==> src/rtl/branch_pkg.sv <==
// Shared branch-unit definitions: comparator funct3 codes, the 2-bit
// saturating counter type with its update rule, and predictor FSM states.
package branch_pkg;

    // Conditional branch funct3 encodings used by the execute-stage comparator.
    localparam logic [2:0] F3_BEQ  = 3'b000;
    localparam logic [2:0] F3_BNE  = 3'b001;
    localparam logic [2:0] F3_BLT  = 3'b100;
    localparam logic [2:0] F3_BGE  = 3'b101;
    localparam logic [2:0] F3_BLTU = 3'b110;
    localparam logic [2:0] F3_BGEU = 3'b111;

    // Bimodal counter: bit 1 is the taken prediction.
    typedef enum logic [1:0] {
        SNT = 2'b00,
        WNT = 2'b01,
        WT  = 2'b10,
        ST  = 2'b11
    } ctr_t;

    typedef enum logic {
        S_INIT = 1'b0,
        S_RUN  = 1'b1
    } bp_state_t;

    // Saturating step toward the resolved outcome.
    function automatic ctr_t sat_update(input ctr_t ctr, input logic taken);
        ctr_t r;
        r = ctr;
        if (taken) begin
            if (ctr != ST) r = ctr_t'(ctr + 2'd1);
        end else begin
            if (ctr != SNT) r = ctr_t'(ctr - 2'd1);
        end
        return r;
    endfunction

endpackage

==> src/rtl/bp_table.sv <==
// Predictor storage: ENTRIES x {valid, tag, ctr, target[31:2]}.
// Ports: rd_a_* async read (fetch lookup), rd_b_* async read (execute
// read-modify-write of the counter), wr_* single synchronous write port.
// The array has no reset; the owner clears valid bits by walking the table.
module bp_table
    import branch_pkg::*;
#(
    parameter int ENTRIES = 64,
    parameter int TAG_W   = 8,
    localparam int IDX_W  = $clog2(ENTRIES)
) (
    input  logic             clk,
    input  logic [IDX_W-1:0] rd_a_idx,
    output logic             rd_a_valid,
    output logic [TAG_W-1:0] rd_a_tag,
    output ctr_t             rd_a_ctr,
    output logic [29:0]      rd_a_target,
    input  logic [IDX_W-1:0] rd_b_idx,
    output logic             rd_b_valid,
    output logic [TAG_W-1:0] rd_b_tag,
    output ctr_t             rd_b_ctr,
    output logic [29:0]      rd_b_target,
    input  logic             we,
    input  logic [IDX_W-1:0] wr_idx,
    input  logic             wr_valid,
    input  logic [TAG_W-1:0] wr_tag,
    input  ctr_t             wr_ctr,
    input  logic [29:0]      wr_target
);

    logic             valid_mem  [ENTRIES];
    logic [TAG_W-1:0] tag_mem    [ENTRIES];
    ctr_t             ctr_mem    [ENTRIES];
    logic [29:0]      target_mem [ENTRIES];

    always_ff @(posedge clk) begin
        if (we) begin
            valid_mem[wr_idx]  <= wr_valid;
            tag_mem[wr_idx]    <= wr_tag;
            ctr_mem[wr_idx]    <= wr_ctr;
            target_mem[wr_idx] <= wr_target;
        end
    end

    assign rd_a_valid  = valid_mem[rd_a_idx];
    assign rd_a_tag    = tag_mem[rd_a_idx];
    assign rd_a_ctr    = ctr_mem[rd_a_idx];
    assign rd_a_target = target_mem[rd_a_idx];

    assign rd_b_valid  = valid_mem[rd_b_idx];
    assign rd_b_tag    = tag_mem[rd_b_idx];
    assign rd_b_ctr    = ctr_mem[rd_b_idx];
    assign rd_b_target = target_mem[rd_b_idx];

endmodule

==> src/rtl/branch_predictor.sv <==
// Fetch-side bimodal predictor with direct-mapped BTB.
// Ports: clk/rst (sync, active high); lookup_valid/lookup_pc in, registered
// pred_valid/pred_taken/pred_target/pred_ready out one cycle later;
// update_valid/update_pc/update_taken/update_target train the table.
// After reset the FSM walks every index clearing valid, then enters S_RUN.
module branch_predictor
    import branch_pkg::*;
#(
    parameter int ENTRIES = 64,
    parameter int TAG_W   = 8,
    localparam int IDX_W  = $clog2(ENTRIES)
) (
    input  logic        clk,
    input  logic        rst,
    input  logic        lookup_valid,
    input  logic [31:0] lookup_pc,
    output logic        pred_valid,
    output logic        pred_taken,
    output logic [31:0] pred_target,
    output logic        pred_ready,
    input  logic        update_valid,
    input  logic [31:0] update_pc,
    input  logic        update_taken,
    input  logic [31:0] update_target
);

    bp_state_t        state_q, state_d;
    logic [IDX_W-1:0] walk_idx_q, walk_idx_d;
    logic             pred_valid_q, pred_valid_d;
    logic             pred_taken_q, pred_taken_d;
    logic [31:0]      pred_target_q, pred_target_d;
    logic             pred_ready_q, pred_ready_d;

    logic [IDX_W-1:0] lk_idx, up_idx;
    logic [TAG_W-1:0] lk_tag, up_tag;

    logic             a_valid, b_valid;
    logic [TAG_W-1:0] a_tag, b_tag;
    ctr_t             a_ctr, b_ctr;
    logic [29:0]      a_target, b_target;

    logic             we;
    logic [IDX_W-1:0] wr_idx;
    logic             wr_valid;
    logic [TAG_W-1:0] wr_tag;
    ctr_t             wr_ctr;
    logic [29:0]      wr_target;

    logic             e_valid;
    logic [TAG_W-1:0] e_tag;
    ctr_t             e_ctr;
    logic [29:0]      e_target;
    logic             lk_taken;

    // Only the index/tag fields of the PCs and target[31:2] carry meaning.
    logic unused_bits;
    assign unused_bits = ^{lookup_pc, update_pc, update_target[1:0]};

    assign lk_idx = lookup_pc[IDX_W+1:2];
    assign lk_tag = lookup_pc[IDX_W+TAG_W+1:IDX_W+2];
    assign up_idx = update_pc[IDX_W+1:2];
    assign up_tag = update_pc[IDX_W+TAG_W+1:IDX_W+2];

    bp_table #(.ENTRIES(ENTRIES), .TAG_W(TAG_W)) u_table (
        .clk         (clk),
        .rd_a_idx    (lk_idx),
        .rd_a_valid  (a_valid),
        .rd_a_tag    (a_tag),
        .rd_a_ctr    (a_ctr),
        .rd_a_target (a_target),
        .rd_b_idx    (up_idx),
        .rd_b_valid  (b_valid),
        .rd_b_tag    (b_tag),
        .rd_b_ctr    (b_ctr),
        .rd_b_target (b_target),
        .we          (we),
        .wr_idx      (wr_idx),
        .wr_valid    (wr_valid),
        .wr_tag      (wr_tag),
        .wr_ctr      (wr_ctr),
        .wr_target   (wr_target)
    );

    // Write port: init walk owns it in S_INIT, execute training in S_RUN.
    always_comb begin
        we        = 1'b0;
        wr_idx    = up_idx;
        wr_valid  = 1'b1;
        wr_tag    = up_tag;
        wr_ctr    = WT;
        wr_target = update_target[31:2];
        if (state_q == S_INIT) begin
            we        = 1'b1;
            wr_idx    = walk_idx_q;
            wr_valid  = 1'b0;
            wr_tag    = '0;
            wr_ctr    = SNT;
            wr_target = '0;
        end else if (update_valid) begin
            if (b_valid && (b_tag == up_tag)) begin
                we     = 1'b1;
                wr_ctr = sat_update(b_ctr, update_taken);
                // A not-taken outcome keeps the last known target.
                if (!update_taken) wr_target = b_target;
            end else if (update_taken) begin
                we = 1'b1;
            end
        end
    end

    // Write-first bypass: a same-index update is visible to this lookup.
    // Walk writes are excluded; in S_INIT the prediction is forced not taken.
    always_comb begin
        e_valid  = a_valid;
        e_tag    = a_tag;
        e_ctr    = a_ctr;
        e_target = a_target;
        if (we && (state_q == S_RUN) && (wr_idx == lk_idx)) begin
            e_valid  = wr_valid;
            e_tag    = wr_tag;
            e_ctr    = wr_ctr;
            e_target = wr_target;
        end
        lk_taken = (state_q == S_RUN) && e_valid && (e_tag == lk_tag) && e_ctr[1];
    end

    always_comb begin
        state_d       = state_q;
        walk_idx_d    = walk_idx_q;
        pred_valid_d  = lookup_valid;
        pred_taken_d  = pred_taken_q;
        pred_target_d = pred_target_q;
        if (state_q == S_INIT) begin
            walk_idx_d = walk_idx_q + 1'b1;
            if (walk_idx_q == IDX_W'(ENTRIES - 1)) state_d = S_RUN;
        end
        if (lookup_valid) begin
            pred_taken_d  = lk_taken;
            pred_target_d = lk_taken ? {e_target, 2'b00} : lookup_pc + 32'd4;
        end
        pred_ready_d = (state_d == S_RUN);
    end

    always_ff @(posedge clk) begin
        if (rst) begin
            state_q       <= S_INIT;
            walk_idx_q    <= '0;
            pred_valid_q  <= 1'b0;
            pred_taken_q  <= 1'b0;
            pred_target_q <= '0;
            pred_ready_q  <= 1'b0;
        end else begin
            state_q       <= state_d;
            walk_idx_q    <= walk_idx_d;
            pred_valid_q  <= pred_valid_d;
            pred_taken_q  <= pred_taken_d;
            pred_target_q <= pred_target_d;
            pred_ready_q  <= pred_ready_d;
        end
    end

    assign pred_valid  = pred_valid_q;
    assign pred_taken  = pred_taken_q;
    assign pred_target = pred_target_q;
    assign pred_ready  = pred_ready_q;

endmodule

==> config.mk <==
export PLATFORM = sky130hd
export DESIGN_NAME = branch_predictor
export DESIGN_NICKNAME = d
export VERILOG_FILES = /design/src/rtl/branch_pkg.sv /design/src/rtl/bp_table.sv /design/src/rtl/branch_predictor.sv
export SDC_FILE = /design/constraint.sdc
export NUM_CORES = 2
export LEC_CHECK = 0
export CAP_MARGIN = 20
export CORE_MARGIN = 2
export CORE_UTILIZATION = 35
export CTS_BUF_LIST = sky130_fd_sc_hd__clkbuf_4 sky130_fd_sc_hd__clkbuf_8
export DETAILED_ROUTE_END_ITERATION = 10
export HOLD_SLACK_MARGIN = 0.02
export PLACE_DENSITY = 0.59
export RECOVER_POWER = 25
export SLEW_MARGIN = 20
export SYNTH_ARGS = -nofsm -noshare
export SYNTH_HDL_FRONTEND = slang
export SYNTH_SLANG_ARGS = --single-unit
==> constraint.sdc <==
create_clock -name clk -period 5.9 [get_ports clk]
set_input_delay 0.59 -clock clk [delete_from_list [all_inputs] [get_ports clk]]
set_output_delay 0.59 -clock clk [all_outputs]
set_load 0.05 [all_outputs]
### Word-level counts from Yosys, hierarchy flattened

Memories as Yosys holds them, arrays and structs flattened.
Cells that the tools add are included.
Widths: inputs -> output; s select.

| word-level totals | value |
|---|---|
| register bits | 41 |
| bits in latches | 0 |
| memory bits (writable) | 2,624 |
| bits in read-only memories | 0 |
| output and inout port bits | 35 |
| word-level logic and storage cells | 51 |
| memories | 4 |

| operators by class | value |
|---|---|
| add/sub/neg operators | 4 |
| multiply operators | 0 |
| div/mod/pow operators | 0 |
| $lt $le $gt $ge | 0 |
| equality and inequality tests | 5 |
| shift operators | 0 |
| mux-type cells | 26 |
| bitwise gates (word level) | 0 |
| reductions and logical operators | 7 |

Memory list:

| memory | depth | width | rd ports | clocked after memory_dff | wr ports | RTL line | RTL |
|---|---|---|---|---|---|---|---|
| u_table.target_mem | 64 | 30 | 2 | 0 | 1 | bp_table.sv:34 | `logic [29:0] target_mem [ENTRIES];` |
| u_table.tag_mem | 64 | 8 | 2 | 0 | 1 | bp_table.sv:32 | `logic [TAG_W-1:0] tag_mem [ENTRIES];` |
| u_table.ctr_mem | 64 | 2 | 2 | 0 | 1 | bp_table.sv:33 | `ctr_t ctr_mem [ENTRIES];` |
| u_table.valid_mem | 64 | 1 | 2 | 0 | 1 | bp_table.sv:31 | `logic valid_mem [ENTRIES];` |

Operators with widths:

| kind | number |
|---|---|
| $mux 30 | 5 |
| $add 32x3->32 const B | 1 |
| $mux 32 | 1 |
| $eq 8x8->1 | 2 |
| $mux 8 | 2 |
| $mux 2 | 7 |
| $mux 1 | 10 |
| $add 6x1->6 const B | 1 |
| $eq 6x6->1 | 1 |
| $eq 6x6->1 const B | 1 |
| $logic_and 1x1->1 | 6 |
| $mux 6 | 1 |
| $add 2x1->2 const B | 1 |
| $ne 2x2->1 const B | 1 |
| $reduce_bool 2->1 | 1 |
| $sub 2x1->2 const B | 1 |

### Longest topological paths before layout

An unclocked memory read counts as a cell.

| depth | value |
|---|---|
| depth in word-level cells | 13 |
| mapped depth | 18 |
| depth with buffers taken out | 11 |

### Cells and area by module

A second synthesis with hierarchy kept.

| unflattened totals | value |
|---|---|
| cells, all modules | 5,995 |
| area, all modules | 125,102.5 um^2 |

By module, submodules not included:

| module | instances | cells each | area an instance (um^2) | sequential area each (um^2) |
|---|---|---|---|---|
| bp_table | 1 | 5,497 | 121,160.0 | 78,795.6 |
| branch_predictor | 1 | 498 | 3,942.5 | 820.8 |

### Worst setup path before layout

Ideal clock, no wire load.

| path | value |
|---|---|
| kind | input port to flip-flop |
| from | in update_pc[2] |
| to | mem u_table.ctr_mem[0][0] in the netlist's numbering (data pin) |
| library setup time | 0.712 ns |
| arrival time | 5.628 ns |
| slack | -0.440 ns |
| stages | 11 |
| path buffers | 4 |
| path through | buf_4 buf_4 buf_2 buf_2 mux2i_1 nor2_1 or4_1 a31o_1 nor4_4 nand2_1 nor3b_1 |

| on the way | value |
|---|---|
| longest elaborated chain between the ends | 7 |
| elaborated cells between the ends (all ways) | 15 |

Ends and longest elaborated chain:

| element | RTL line | RTL |
|---|---|---|
| start: declaration | branch_predictor.sv:22 | `input logic [31:0] update_pc,` |
| $mem_v2 64x2 | -- |  |
| $sub 2x1->2 (tied with other cells) | branch_pkg.sv:33 | `if (ctr != SNT) r = ctr_t'(ctr - 2'd1);` |
| $mux 2, on equally long branches | branch_pkg.sv:33, branch_pkg.sv:31 |  |
| $mux 2 | branch_pkg.sv:30 | `if (taken) begin` |
| $mux 2 (*) | branch_predictor.sv:100 | `if (b_valid && (b_tag == up_tag)) begin` |
| $mux 2 (*) | branch_predictor.sv:99 | `end else if (update_valid) begin` |
| $mux 2 (*) | branch_predictor.sv:92 | `if (state_q == S_INIT) begin` |
| via u_table.wr_ctr[0] | bp_table.sv:27 | `input ctr_t wr_ctr,` |
| end: declaration | bp_table.sv:33 |  |

The timed path passes the listed nets; every way through them passes the cells marked *.

==> results.yml <==
sta:
  setup_viol: 0
  worst_slack_ps: 677
  fin_tns_setup_ps: 0
  skew_ps: 140
  rsz0062_at_grt: "false"
  tightest_slew_ps: 2770
  finalHoldViolCount: 0
  max_freq_mhz: 191
  slew_viol_final: 393
  period_minus_slack_ps: 5220
  max-slew-margin-rel: -0.849
  post-route-period-util: 0.885
clock_network:
  numCtsBuffers: 439
  cts_hold_buf: 0
  cts_max_level: 5
  clkTransAtPathRegs_ps: 70
  cts_tree: "yes"
  ctsLongestPathBuffers: 4
  cts-root-buf: "clkbuf_8"
  insertion_delay_ps: 1100
  post_cts_resized: 0
  cts_setup_buffers: 0
  clock-sinks: 2665
pwr:
  intPower_mw: 30.8
  leakagePower_nw: 45.6
  p_per_area_mw_per_mm2: 281
  comb_power_share: 0.085
  swShare: 0.238
  switchingPower_mw: 9.59
  ir_drop_mv: 0.205
  clkPwrFrac: 0.402
  pwr-share-seq: 0.512
setup_path:
  cp_num_buf_inv: 3
  max_stage_delay_ps: 900
  crit_path_start_kind: "flip-flop"
  path_class: "reg2reg"
  arrival_ps: 6100
  cp_top_family: "simple AND/OR/NAND/NOR gates"
  path_max_fanout: 48
  crit_chain: "mux4_2, mux2_2, a211oi_1, nand4_1, nor4_1, xnor2_1, nor4_1, and3_1, buf_12, buf_4, mux2i_1, nor2_1, buf_12"
  cp-end-kind: "flip-flop"
  worstPathRequired_ps: 6770
  cpMaxStageDelayCell: "nor2_1"
global_route:
  antenna_found_initial: 23
  grt_usage: 0.236
  grt_start_max_net_pins: 114
  grt_pass1_wl_um: 586000
  grt_overflow: 0
  grt_pass1_vias: 72600
route:
  num_vias: 71100
  viasPerCell: 6.30
  drcViolationCount: 0
  first_pass_iters: 5
  postRouteAntennaNets: 0
  drtIter0Drc: 10300
  totalWireLength_um: 427000
  wl_per_cell_um: 37.8
outcome:
  outcome: "complete, but fails checks"
  violations: "capacitance limit, slew limit"
floorplan:
  io_pins: 136
  die_w_um: 598
  initial_core_util: 0.351
  dieArea_mm2: 0.358
  rows: 218
  core_area_mm2: 0.352
  chipHeight_um: 598
yosys:
  seq_area_frac_synth: 0.645
  syn-num-nets: 5862
  yosysUniqueCellTypes: 76
  syn_area_mm2: 0.123
  synth_area_per_cell_um2: 21.4
  ys_seq_elements: 2665
  ys_top_cells_by_area: "edfxtp_1 64%, mux4_2 28%, mux2i_1 1.1%, clkbuf_1 0.73%, dfxtp_1 0.66%"
  synth_edf_count: 2624
  netlist.top_cell.by_area: "edfxtp_1"
  synthCells: 5759
  async_flop_share: 0
  yosysTopAreaCellShare: 0.638
  yosys_warnings: 0
  ys.flop_type: "edfxtp_1"
placed_design:
  dp_worst_setup_slack_ps: 329
  dp_hpwl_um: 258000
  port_buffers: 115
  place_congestion: 0.926
  dpl_cell_area_mm2: 0.135
cells_and_area:
  areaGrowthSynthToFinish_pct: 16.4
  finalNetCount: 6407
  drive_gt1_frac: 0.420
  num-fill-cells: 30700
  postLayoutCellArea_mm2: 0.144
flow_run:
  cap_violations: 7
worst_hold_path:
  hold_path.class: "in2reg"
-- cell families (layout without fill, tap and decap cells) --
kind of cell,Yosys count,in the layout,share of synthesized area
AND/OR/NAND/NOR,542,542,0.0211
other,0,1,0
buffers and inverters,469,1367,0.0168
AO/OA/AOI/OAI,337,337,0.0202
flip-flops,2665,2665,0.645
XOR/XNOR,51,51,0.00362
multiplexers,1692,1692,0.293
adder cells (fa/ha/maj),3,3,0.000284
-- sequential cells by signal (all words and copies together) (netlist names) --
signal and flops:
pred_ready 1, u_table.tag_mem 512, pred_valid 1, pred_taken 1, u_table.valid_mem 64, u_table.ctr_mem 128, pred_target 32, u_table.target_mem 1920
walk_idx_q 6
-- cell usage in the layout (no fill, tap or decap), types with 12 or more instances in the layout --
master           count
o311ai_1            31
nor2_1              94
o21ai_0             36
clkdlybuf4s50_1     68
a31oi_1             16
bufinv_16           12
o311ai_0            28
mux2i_1            134
a211oi_1            13
edfxtp_1          2624
dfxtp_1             40
buf_12             207
and2_1              12
clkinv_1           112
nand4_1             16
buf_4              209
o22ai_1             16
nand3b_1            12
clkbuf_8           452
dlygate4sd3_1       35
mux4_2            1539
xor2_1              14
nor2b_1             33
nand3_1             99
clkinv_2            49
xnor2_1             37
a21o_1              31
a21oi_1             24
nand2_1            114
clkbuf_4           154
o211ai_1            16
nor2_4              84
a22oi_1             55
mux2_2              19
inv_1               12
-- per-layer routing --
metal | track usage | vias up | share of wire
li1 | - | 26700 | -
met4 | 0.0955 | 6 | 0.045
met1 | 0.321 | 38900 | 0.38
met5 | 0 | - | 0.000080
met2 | 0.368 | 4594 | 0.47
met3 | 0.0524 | 878 | 0.11
-- power groups by stage --
| stage | clock, mW | combinational, mW | sequential, mW |
|---|---|---|---|
| after global routing | 17.2 | 3.56 | 20.7 |
| after global placement | 0 | 3.45 | 21.1 |
| after CTS | 16.5 | 3.46 | 20.7 |
| after detailed placement | 0 | 3.45 | 21.1 |
| after floorplan | 0 | 2.09 | 21.1 |
| final | 16.2 | 3.45 | 20.7 |
-- worst paths after layout --
| kind | from | depth (start not counted) | to | slack, ps |
|---|---|---|---|---|
| setup reg to reg | u_table.tag_mem[5][7]$_DFFE_PP_ | 13 | u_table.target_mem[60][15]$_DFFE_PP_ | 680 |
| hold / removal | lookup_pc[0] | 3 | pred_target[0]$_SDFFE_PP0P_ | 190 |
| hold reg to reg | pred_target[0]$_SDFFE_PP0P_ | 2 | pred_target[0]$_SDFFE_PP0P_ | 490 |
| setup / recovery | u_table.tag_mem[5][7]$_DFFE_PP_ | 13 | u_table.target_mem[60][15]$_DFFE_PP_ | 680 |
-- per-stage QoR --
stage | power, mW | util | std cells | hold WS (ps)
6_report | 40.4 | 0.408 | 11300 | 190
5_1_grt | 41.5 | 0.408 | 11300 | 201
4_1_cts | 40.6 | 0.408 | 11300 | 127
3_5_place_dp | 24.5 | 0.384 | 10500 | 485
3_3_place_gp | 24.5 | 0.384 | 10500 | 486
2_1_floorplan | 23.2 | - | 5759 | 499
-- area by class of cell --
class / instances / area (um^2) / share of cell area
timing repair buffer: 554 / 7150 / 0.0498
multi-input combinational: 2625 / 42500 / 0.296
tap: 4620 / 5780 / 0.0402
clock buffer: 605 / 7370 / 0.0513
clock inverter: 189 / 1220 / 0.00847
antenna: 1 / 2.50 / 0.0000174
inverter: 19 / 77.6 / 0.000540
sequential: 2665 / 79600 / 0.554
-- synth_stat cells, types with 8 or more instances --
master and instances:
a211oi_1 13, a21o_1 31, a21oi_1 24, a221oi_1 8, a22o_1 9, a22oi_1 55, a31oi_1 16, and2_1 16
and3_1 11, buf_1 63, buf_2 111, buf_4 24, buf_6 12, clkbuf_1 240, dfxtp_1 41, edfxtp_1 2624
inv_1 13, mux2_2 19, mux2i_1 134, mux4_2 1539, nand2_1 114, nand2b_1 11, nand3_1 99, nand3b_1 12
nand4_1 16, nor2_1 184, nor2b_1 33, nor3_1 10, o211ai_1 16, o21ai_0 36, o22ai_1 17, o311ai_0 29
o311ai_1 30, xnor2_1 37, xor2_1 14
-- worst reg2reg max path, cell delays in order (launching register included) --
cell	delay, ps
edfxtp_1	410
mux4_2	470
mux2_2	280
a211oi_1	240
nand4_1	250
nor4_1	590
xnor2_1	140
nor4_1	350
and3_1	520
buf_12	280
buf_4	210
mux2i_1	100
nor2_1	900
buf_12	320
No activity file was read; power rests on OpenSTA's default activity.
